--- src/rtl/mem_req_arbiter.sv ---
// mem_req_arbiter: serializes CPU fetch/load requests onto one SPI read engine, with byte reordering and load extension.
// Define MEM_REQ_FETCH_BUFFER_EN to add a one-entry fetch buffer that can answer a repeated fetch without an SPI read.
module mem_req_arbiter #(
    parameter int ADDR_W          = 24,
    parameter int RECOVERY_CYCLES = 1
) (
    input  logic              clk,
    input  logic              rst,
    input  logic              if_req,
    input  logic [ADDR_W-1:0] if_addr,
    output logic              if_ack,
    output logic [31:0]       if_data,
    input  logic              ld_req,
    input  logic [ADDR_W-1:0] ld_addr,
    input  logic [1:0]        ld_size,
    input  logic              ld_unsigned,
    output logic              ld_ack,
    output logic [31:0]       ld_data,
    output logic              mem_start,
    output logic [ADDR_W-1:0] mem_addr,
    output logic [2:0]        mem_bytes,
    input  logic [31:0]       mem_data,
    input  logic              mem_done,
    output logic              busy
);
    typedef enum logic [1:0] {IDLE, ISSUE, CAPTURE, RELEASE} state_t;
    state_t            state_q, state_d;
    logic              owner_ld_q, owner_ld_d, uns_q, uns_d;
    logic [3:0]        rec_q, rec_d;
    logic [ADDR_W-1:0] addr_q, addr_d;
    logic [2:0]        bytes_q, bytes_d;
    logic              start_q, start_d, busy_q, busy_d;
    logic              if_ack_q, if_ack_d, ld_ack_q, ld_ack_d;
    logic [31:0]       if_data_q, if_data_d, ld_data_q, ld_data_d;
    logic [31:0]       word, ld_ext;
    logic [15:0]       half;
`ifdef MEM_REQ_FETCH_BUFFER_EN
    logic              buf_valid_q, buf_valid_d;
    logic [ADDR_W-1:0] buf_addr_q, buf_addr_d;
    logic [31:0]       buf_data_q, buf_data_d;
`endif
    // The engine shifts bytes in MSB-first, so the first (lowest-address) byte ends up highest.
    assign word   = {mem_data[7:0], mem_data[15:8], mem_data[23:16], mem_data[31:24]};
    assign half   = {mem_data[7:0], mem_data[15:8]};
    assign ld_ext = bytes_q == 3'd1 ? {{24{~uns_q & mem_data[7]}}, mem_data[7:0]}
                  : bytes_q == 3'd2 ? {{16{~uns_q & half[15]}}, half} : word;

    always_comb begin
        state_d    = state_q;
        owner_ld_d = owner_ld_q;
        uns_d      = uns_q;
        rec_d      = rec_q;
        addr_d     = addr_q;
        bytes_d    = bytes_q;
        if_ack_d   = 1'b0;
        ld_ack_d   = 1'b0;
        if_data_d  = if_data_q;
        ld_data_d  = ld_data_q;
`ifdef MEM_REQ_FETCH_BUFFER_EN
        buf_valid_d = buf_valid_q;
        buf_addr_d  = buf_addr_q;
        buf_data_d  = buf_data_q;
`endif
        case (state_q)
            IDLE: if (!if_ack_q) begin
                // A buffer hit acks from IDLE; the gate above keeps the still-held request from being taken twice.
                if (ld_req) begin
                    state_d    = ISSUE;
                    owner_ld_d = 1'b1;
                    uns_d      = ld_unsigned;
                    addr_d     = ld_addr;
                    bytes_d    = ld_size == 2'd0 ? 3'd1 : ld_size == 2'd1 ? 3'd2 : 3'd4;
                end
`ifdef MEM_REQ_FETCH_BUFFER_EN
                else if (if_req && buf_valid_q && buf_addr_q == if_addr) begin
                    if_ack_d  = 1'b1;
                    if_data_d = buf_data_q;
                end
`endif
                else if (if_req) begin
                    state_d    = ISSUE;
                    owner_ld_d = 1'b0;
                    addr_d     = if_addr;
                    bytes_d    = 3'd4;
                end
            end
            ISSUE: if (mem_done) begin
                state_d = CAPTURE;
                if (owner_ld_q) begin
                    ld_ack_d  = 1'b1;
                    ld_data_d = ld_ext;
                end else begin
                    if_ack_d  = 1'b1;
                    if_data_d = word;
`ifdef MEM_REQ_FETCH_BUFFER_EN
                    buf_valid_d = 1'b1;
                    buf_addr_d  = addr_q;
                    buf_data_d  = word;
`endif
                end
            end
            CAPTURE: begin
                state_d = RELEASE;
                rec_d   = 4'(RECOVERY_CYCLES - 1);
            end
            RELEASE: if (rec_q == 4'd0) state_d = IDLE; else rec_d = rec_q - 4'd1;
            default: state_d = IDLE;
        endcase
        start_d = state_d == ISSUE;
        busy_d  = state_d != IDLE;
    end

    always_ff @(posedge clk) begin
        if (rst) begin
            state_q    <= IDLE;
            owner_ld_q <= 1'b0;
            uns_q      <= 1'b0;
            rec_q      <= 4'd0;
            addr_q     <= '0;
            bytes_q    <= 3'd0;
            start_q    <= 1'b0;
            busy_q     <= 1'b0;
            if_ack_q   <= 1'b0;
            ld_ack_q   <= 1'b0;
            if_data_q  <= 32'd0;
            ld_data_q  <= 32'd0;
`ifdef MEM_REQ_FETCH_BUFFER_EN
            buf_valid_q <= 1'b0;
            buf_addr_q  <= '0;
            buf_data_q  <= 32'd0;
`endif
        end else begin
            state_q    <= state_d;
            owner_ld_q <= owner_ld_d;
            uns_q      <= uns_d;
            rec_q      <= rec_d;
            addr_q     <= addr_d;
            bytes_q    <= bytes_d;
            start_q    <= start_d;
            busy_q     <= busy_d;
            if_ack_q   <= if_ack_d;
            ld_ack_q   <= ld_ack_d;
            if_data_q  <= if_data_d;
            ld_data_q  <= ld_data_d;
`ifdef MEM_REQ_FETCH_BUFFER_EN
            buf_valid_q <= buf_valid_d;
            buf_addr_q  <= buf_addr_d;
            buf_data_q  <= buf_data_d;
`endif
        end
    end

    assign mem_start = start_q;
    assign mem_addr  = addr_q;
    assign mem_bytes = bytes_q;
    assign busy      = busy_q;
    assign if_ack    = if_ack_q;
    assign ld_ack    = ld_ack_q;
    assign if_data   = if_data_q;
    assign ld_data   = ld_data_q;
endmodule

--- config.mk ---
export PLATFORM = sky130hd
export DESIGN_NAME = mem_req_arbiter
export DESIGN_NICKNAME = d
export VERILOG_FILES = /design/src/rtl/mem_req_arbiter.sv
export SDC_FILE = /design/constraint.sdc
export NUM_CORES = 1
export LEC_CHECK = 0
export CORE_MARGIN = 2
export CORE_UTILIZATION = 45
export DETAILED_ROUTE_END_ITERATION = 12
export PLACE_DENSITY = 0.8
export SLEW_MARGIN = 40
export SYNTH_ARGS = -nofsm -noshare
export SYNTH_HDL_FRONTEND = slang
export SYNTH_SLANG_ARGS = --single-unit
--- constraint.sdc ---
create_clock -name clk -period 1.8 [get_ports clk]
set_input_delay 0.18 -clock clk [delete_from_list [all_inputs] [get_ports clk]]
set_output_delay 0.18 -clock clk [all_outputs]
set_load 0.01 [all_outputs]
* Word level (Yosys, flattened, before mapping) *
Cells that the tools add are included.

word-level totals
  bits of input ports = 88
  register bits = 103
  output and inout bits = 95

operators by class
  reductions and logical operators = 12
  equality and inequality tests = 8
  multiplexer cells = 20
  bitwise logic cells = 6
  add/sub/neg operators = 1

operator list
  kind                                                                    number
  32-bit two-way mux                                                      2
  24-bit two-way mux                                                      2
  3-bit two-way mux                                                       4
  3-bit AND reduction                                                     4
  2-bit two-way mux                                                       5
  2-bit case mux with 4 select lines                                      1
  4-bit case mux with 2 select lines                                      1
  2-bit by 1-bit equality test with 1-bit output (second input constant)  3
  2-bit nonzero test                                                      3
  1-bit NOT                                                               5
  2-bit equality test (second input constant)                             2
  2-bit zero test                                                         2
  4-bit zero test                                                         1
  1-bit two-way mux                                                       4
  4-bit two-way mux                                                       1
  4-bit by 1-bit subtractor with 4-bit output (second input constant)     1
  3-bit by 1-bit equality test with 1-bit output (second input constant)  1
  3-bit by 2-bit equality test with 1-bit output (second input constant)  1
  3-bit OR reduction                                                      1
  2-bit inequality test (second input constant)                           1
  2-bit AND reduction                                                     1
  1-bit AND                                                               1

* Depth between registers and ports, before layout *
  depth in word-level cells = 5
  depth in mapped cells = 6

* Least setup slack after synthesis *
No wires, ideal clock.

  kind = register to register
  start point = register rec_q[0]
  end point = register rec_q[1]
  data arrival time = 1.267 ns
  setup slack = 0.416 ns
  cell stages (with the launch flop) = 6
  library setup time = 0.117 ns
  cells stage by stage = dfxtp_1 inv_1 ha_1 or3b_1 nor2b_1 a32o_1

on the way
  word-level cells in the longest chain between the ends = 3
  elaborated cells between the ends (all ways) = 6
  those cells by class = add/sub (1); eq/ne (1); mux (2); reduce/logical (2)

ends and longest elaborated chain
  what                                                                                   RTL line  text
  start, declared                                                                        29        logic [3:0] rec_q, rec_d;
  start signal, assigned                                                                 136       rec_q <= rec_d;
  4-bit by 1-bit subtractor with 4-bit output / 4-bit zero test (equally long branches)  106       RELEASE: if (rec_q == 4'd0) state_d = IDLE; else rec_d = rec_q - 4'd1;
  4-bit two-way mux / 2-bit inequality test (equally long branches)                      -
  4-bit case mux with 2 select lines / 2-bit AND reduction (equally long branches)       -

Parallel ways exist; a longest one is shown, timed or not. The select of a mux whose other input is x is not followed.
A chain may end at the register's enable or synchronous reset.

* Worst setup path in the final report *
  start point = register bytes_q[1], in the netlist mem_bytes[1]
  end point = output port mem_bytes[1]

RTL lines
  what                    RTL line  text
  start, declared         31        logic [2:0] bytes_q, bytes_d;
  start signal, assigned  138       bytes_q <= bytes_d;
  end, declared           21        output logic [2:0] mem_bytes,

No word-level cell between the ends.

==> results.yml <==
logic_synthesis:
  ys_ff_latch: 103
  synth_area_leaders: "dfxtp_1, a21oi_1, nand2_1"
  yosysWarnings: 0
  synth_compound_area_share_pct: 29.0
  yosys-mux-area-fraction_pct: 4.87
  synthSimpleGateAreaFrac_pct: 16.8
  yosysSeqAreaShare_pct: 41.8
  synth_top_family_by_area: "compound AO/OA/AOI/OAI gates"
  yosys.cell_types.count: 49
  synth_nets: 649
  synth_fa_ha_area_share_pct: 0.507
  synth_top_area_cell: "dfxtp_1"
  synthCells: 559
  syn_avg_cell_area_um2: 8.82
  synth_xor_area_share_pct: 0.558
  syn_area_um2: 4930
  synth_top_area_share_pct: 41.8
floorplanning:
  rows: 38
  die_x_um: 109
  start_util_pct: 45.9
  dieArea_um2: 11800
  io_pins: 183
  fp.dieH_um: 109
  coreArea_um2: 10700
job:
  cap_violations: 0
final_layout:
  fin_util_pct: 65.8
  areaGrowthSynthToFinish_pct: 43.4
  final_cell_area_um2: 7070
  fillers: 908
  nNetsFinal: 807
  drive_gt1_share_pct: 11.5
  register_area_um2: 2070
  multiInputGateArea_um2: 2560
  diodes: 0
clock_tree:
  cts_buffers: 9
  clock-root-buffer: "clkbuf_8"
  numClockSinks: 103
  cts_tree: "done"
  worstSkewPairLatency_ps: 370
  cts_hold_buf: 0
  clk_pin_slew_ps: 100
  cts_max_level: 3
  ctsLongestPathBuffers: 2
setup_path:
  cp_max_fo: 11
  worstRegToRegCells: 3
  worstPathCellList: "clkdlybuf4s50_1"
  worstPathRequired_ps: 1620
  path_class: "reg -> out"
  crit_path_top_delay_cell: "clkdlybuf4s50_1"
  slowest_delay_ps: 630
  startpoint_type: "flop"
  end_kind: "output pin"
  path_buf_inv: 1
  crit_family: "buffers and inverters"
  worst_ep_arrival_time_ps: 1550
  path_depth: 1
power:
  p_leak_uw: 0.00251
  power_uw: 5710
  powerDensity_nw_per_um2: 808
  peakVddDrop_uv: 530
drt:
  vias: 4905
  avgViaCountPerCell: 5.69
  ant_nets: 0
  drt_iter0_markers: 404
  wl_um: 15300
  firstDrtPassIters: 5
  post_drt_wl_per_cell_um: 17.8
  route.detailed.drc: 0
worst_hold_path:
  hold_path_depth: 2
  worstHoldPathType: "in -> reg"
timing:
  finalCriticalPeriod_ps: 1730
  clock_skew_ps: 6.13
  tightest_slew_ps: 451
  fmax_ghz: 0.578
  hold_slack_ps: 165
  rsz0062_at_grt: "false"
  relSlewSlack_pct: 69.9
  finalSetupViolCount: 0
  fin_setup_tns_ps: 0
  hold_viol: 0
  finalCritPeriodShare_pct: 96.1
  drv_slew: 0
status:
  status: "completed"
global_route:
  grt_use_total_pct: 25.5
  antenna_found_initial: 0
  grt_start_max_net_pins: 47
  grt_pass1_wl_um: 23900
  grt-ovfl-total: 0
  grt_pass1_vias: 4733
placement:
  place_area_um2: 6850
  place_hpwl_um: 11200
  place_congestion: 0.814
  numPortBuffers: 182
cells in the mapped netlist (all sizes together):
library cell	instances
a211oi	24
a21bo	6
a21o	2
a21oi	90
a31oi	7
a32o	9
and2	1
and3b	5
and4b	1
and4bb	1
buf	31
clkbuf	26
clkinv	1
dfxtp	103
ha	2
inv	7
mux2i	24
nand2	73
nand2b	1
nand3	2
nand4	4
nand4b	1
nand4bb	1
nor2	5
nor2b	25
nor3	18
nor3b	11
nor4	1
nor4b	1
nor4bb	1
o21ai	43
o21bai	8
o221a	1
o22ai	2
o311ai	1
o31a	1
o31ai	1
o32ai	13
o41a	1
or2	2
or3b	1
xnor2	1
registers in the layout (all words and copies together) (netlist names):
| name | cells |
|---|---|
| rec_q | 4 |
| mem_start | 1 |
| state_q | 2 |
| if_ack | 1 |
| owner_ld_q | 1 |
| ld_data | 32 |
| uns_q | 1 |
| mem_addr | 24 |
| ld_ack | 1 |
| mem_bytes | 3 |
| if_data | 32 |
| busy | 1 |
cell type report:
cell class              instances  area share (%)
repair buffers                204            28.6
inverters                       8           0.425
flip-flops and latches        103            29.2
well taps                     140            2.48
clock inverters                 6            1.31
clock buffers                  10            1.80
multi-input cells             391            36.2
report_power, final:
| group | total, uW | switching (uW) | internal, uW |
|---|---|---|---|
| Sequential | 2580 | 135 | 2450 |
| Clock | 1630 | 836 | 795 |
| Combinational | 1500 | 722 | 776 |
worst register-to-register path: stages (launching register included):
cell and delay [ps]:
dfxtp_1 550, xnor2_4 230, o41a_4 510, a21oi_1 190
path summary, 6_finish.rpt:
check / from / endpoint / slack, ps
setup / recovery: mem_bytes[1] / mem_bytes[1] / 70
hold / removal: rst / if_ack / 160
setup reg to reg: mem_bytes[0] / ld_data[18] / 250
hold reg to reg: if_data[4] / if_data[4] / 460
cells in the final DEF (no fill, tap or decap), types with 2 or more instances in the layout:
master           Yosys  layout
nor2b_1             25      25
nand3_1              2       2
a21oi_1             80      80
buf_4                3      20
inv_6                0       2
nor3_1              17      17
o32ai_1             13      13
o21bai_1             8       8
a32o_1               9       9
o21ai_0             43      43
a21bo_2              6       6
ha_1                 2       2
a211oi_1             6       6
clkbuf_8             0       9
a31oi_1              7       7
o22ai_1              2       2
inv_1                7       7
clkdlybuf4s50_1      0     181
nor3b_1             11      11
a21o_1               2       2
nor2_1               5       5
nand4_1              4       4
and3b_1              5       5
dfxtp_1            103     101
a211oi_2            18      18
mux2i_1             24      24
nand2_1             73      73
a21oi_2             10      10
bufinv_16            0       2
clkinvlp_4           0       2
buf_12               0       3
per-stage QoR:
| stage | cells | setup WS (ps) |
|---|---|---|
| after floorplan | 559 | 416 |
| after global placement | 846 | 135 |
| after detailed placement | 846 | 69.7 |
| after CTS | 862 | 70.2 |
| after global routing | 862 | 31.9 |
| final | 862 | 70.0 |
metal layers:
metal	GRT usage [%]	up-vias	routed length, um
li1	-	2328	-
met1	31.1	2332	6230
met2	44.5	216	7450
met3	5.26	29	1300
met4	9.16	0	344
met5	0	-	0
timing repair:
item | 4_1_cts | 5_1_grt
endpoints found under the setup margin | 1 | 0
resized for setup | 1 | 0
setup buffers | 0 | 0
cells by family (layout without fill, tap and decap cells):
group / after synthesis / count (layout)
and+or+nand+nor: 155 / 155
buffers and inverters: 65 / 228
DFF: 103 / 103
AOI/OAI and AO/OA: 209 / 209
adders and majority gates: 2 / 2
muxes: 24 / 24
xor gates and xnor gates: 1 / 1
Note: power is estimated with default switching activity, not from simulation.
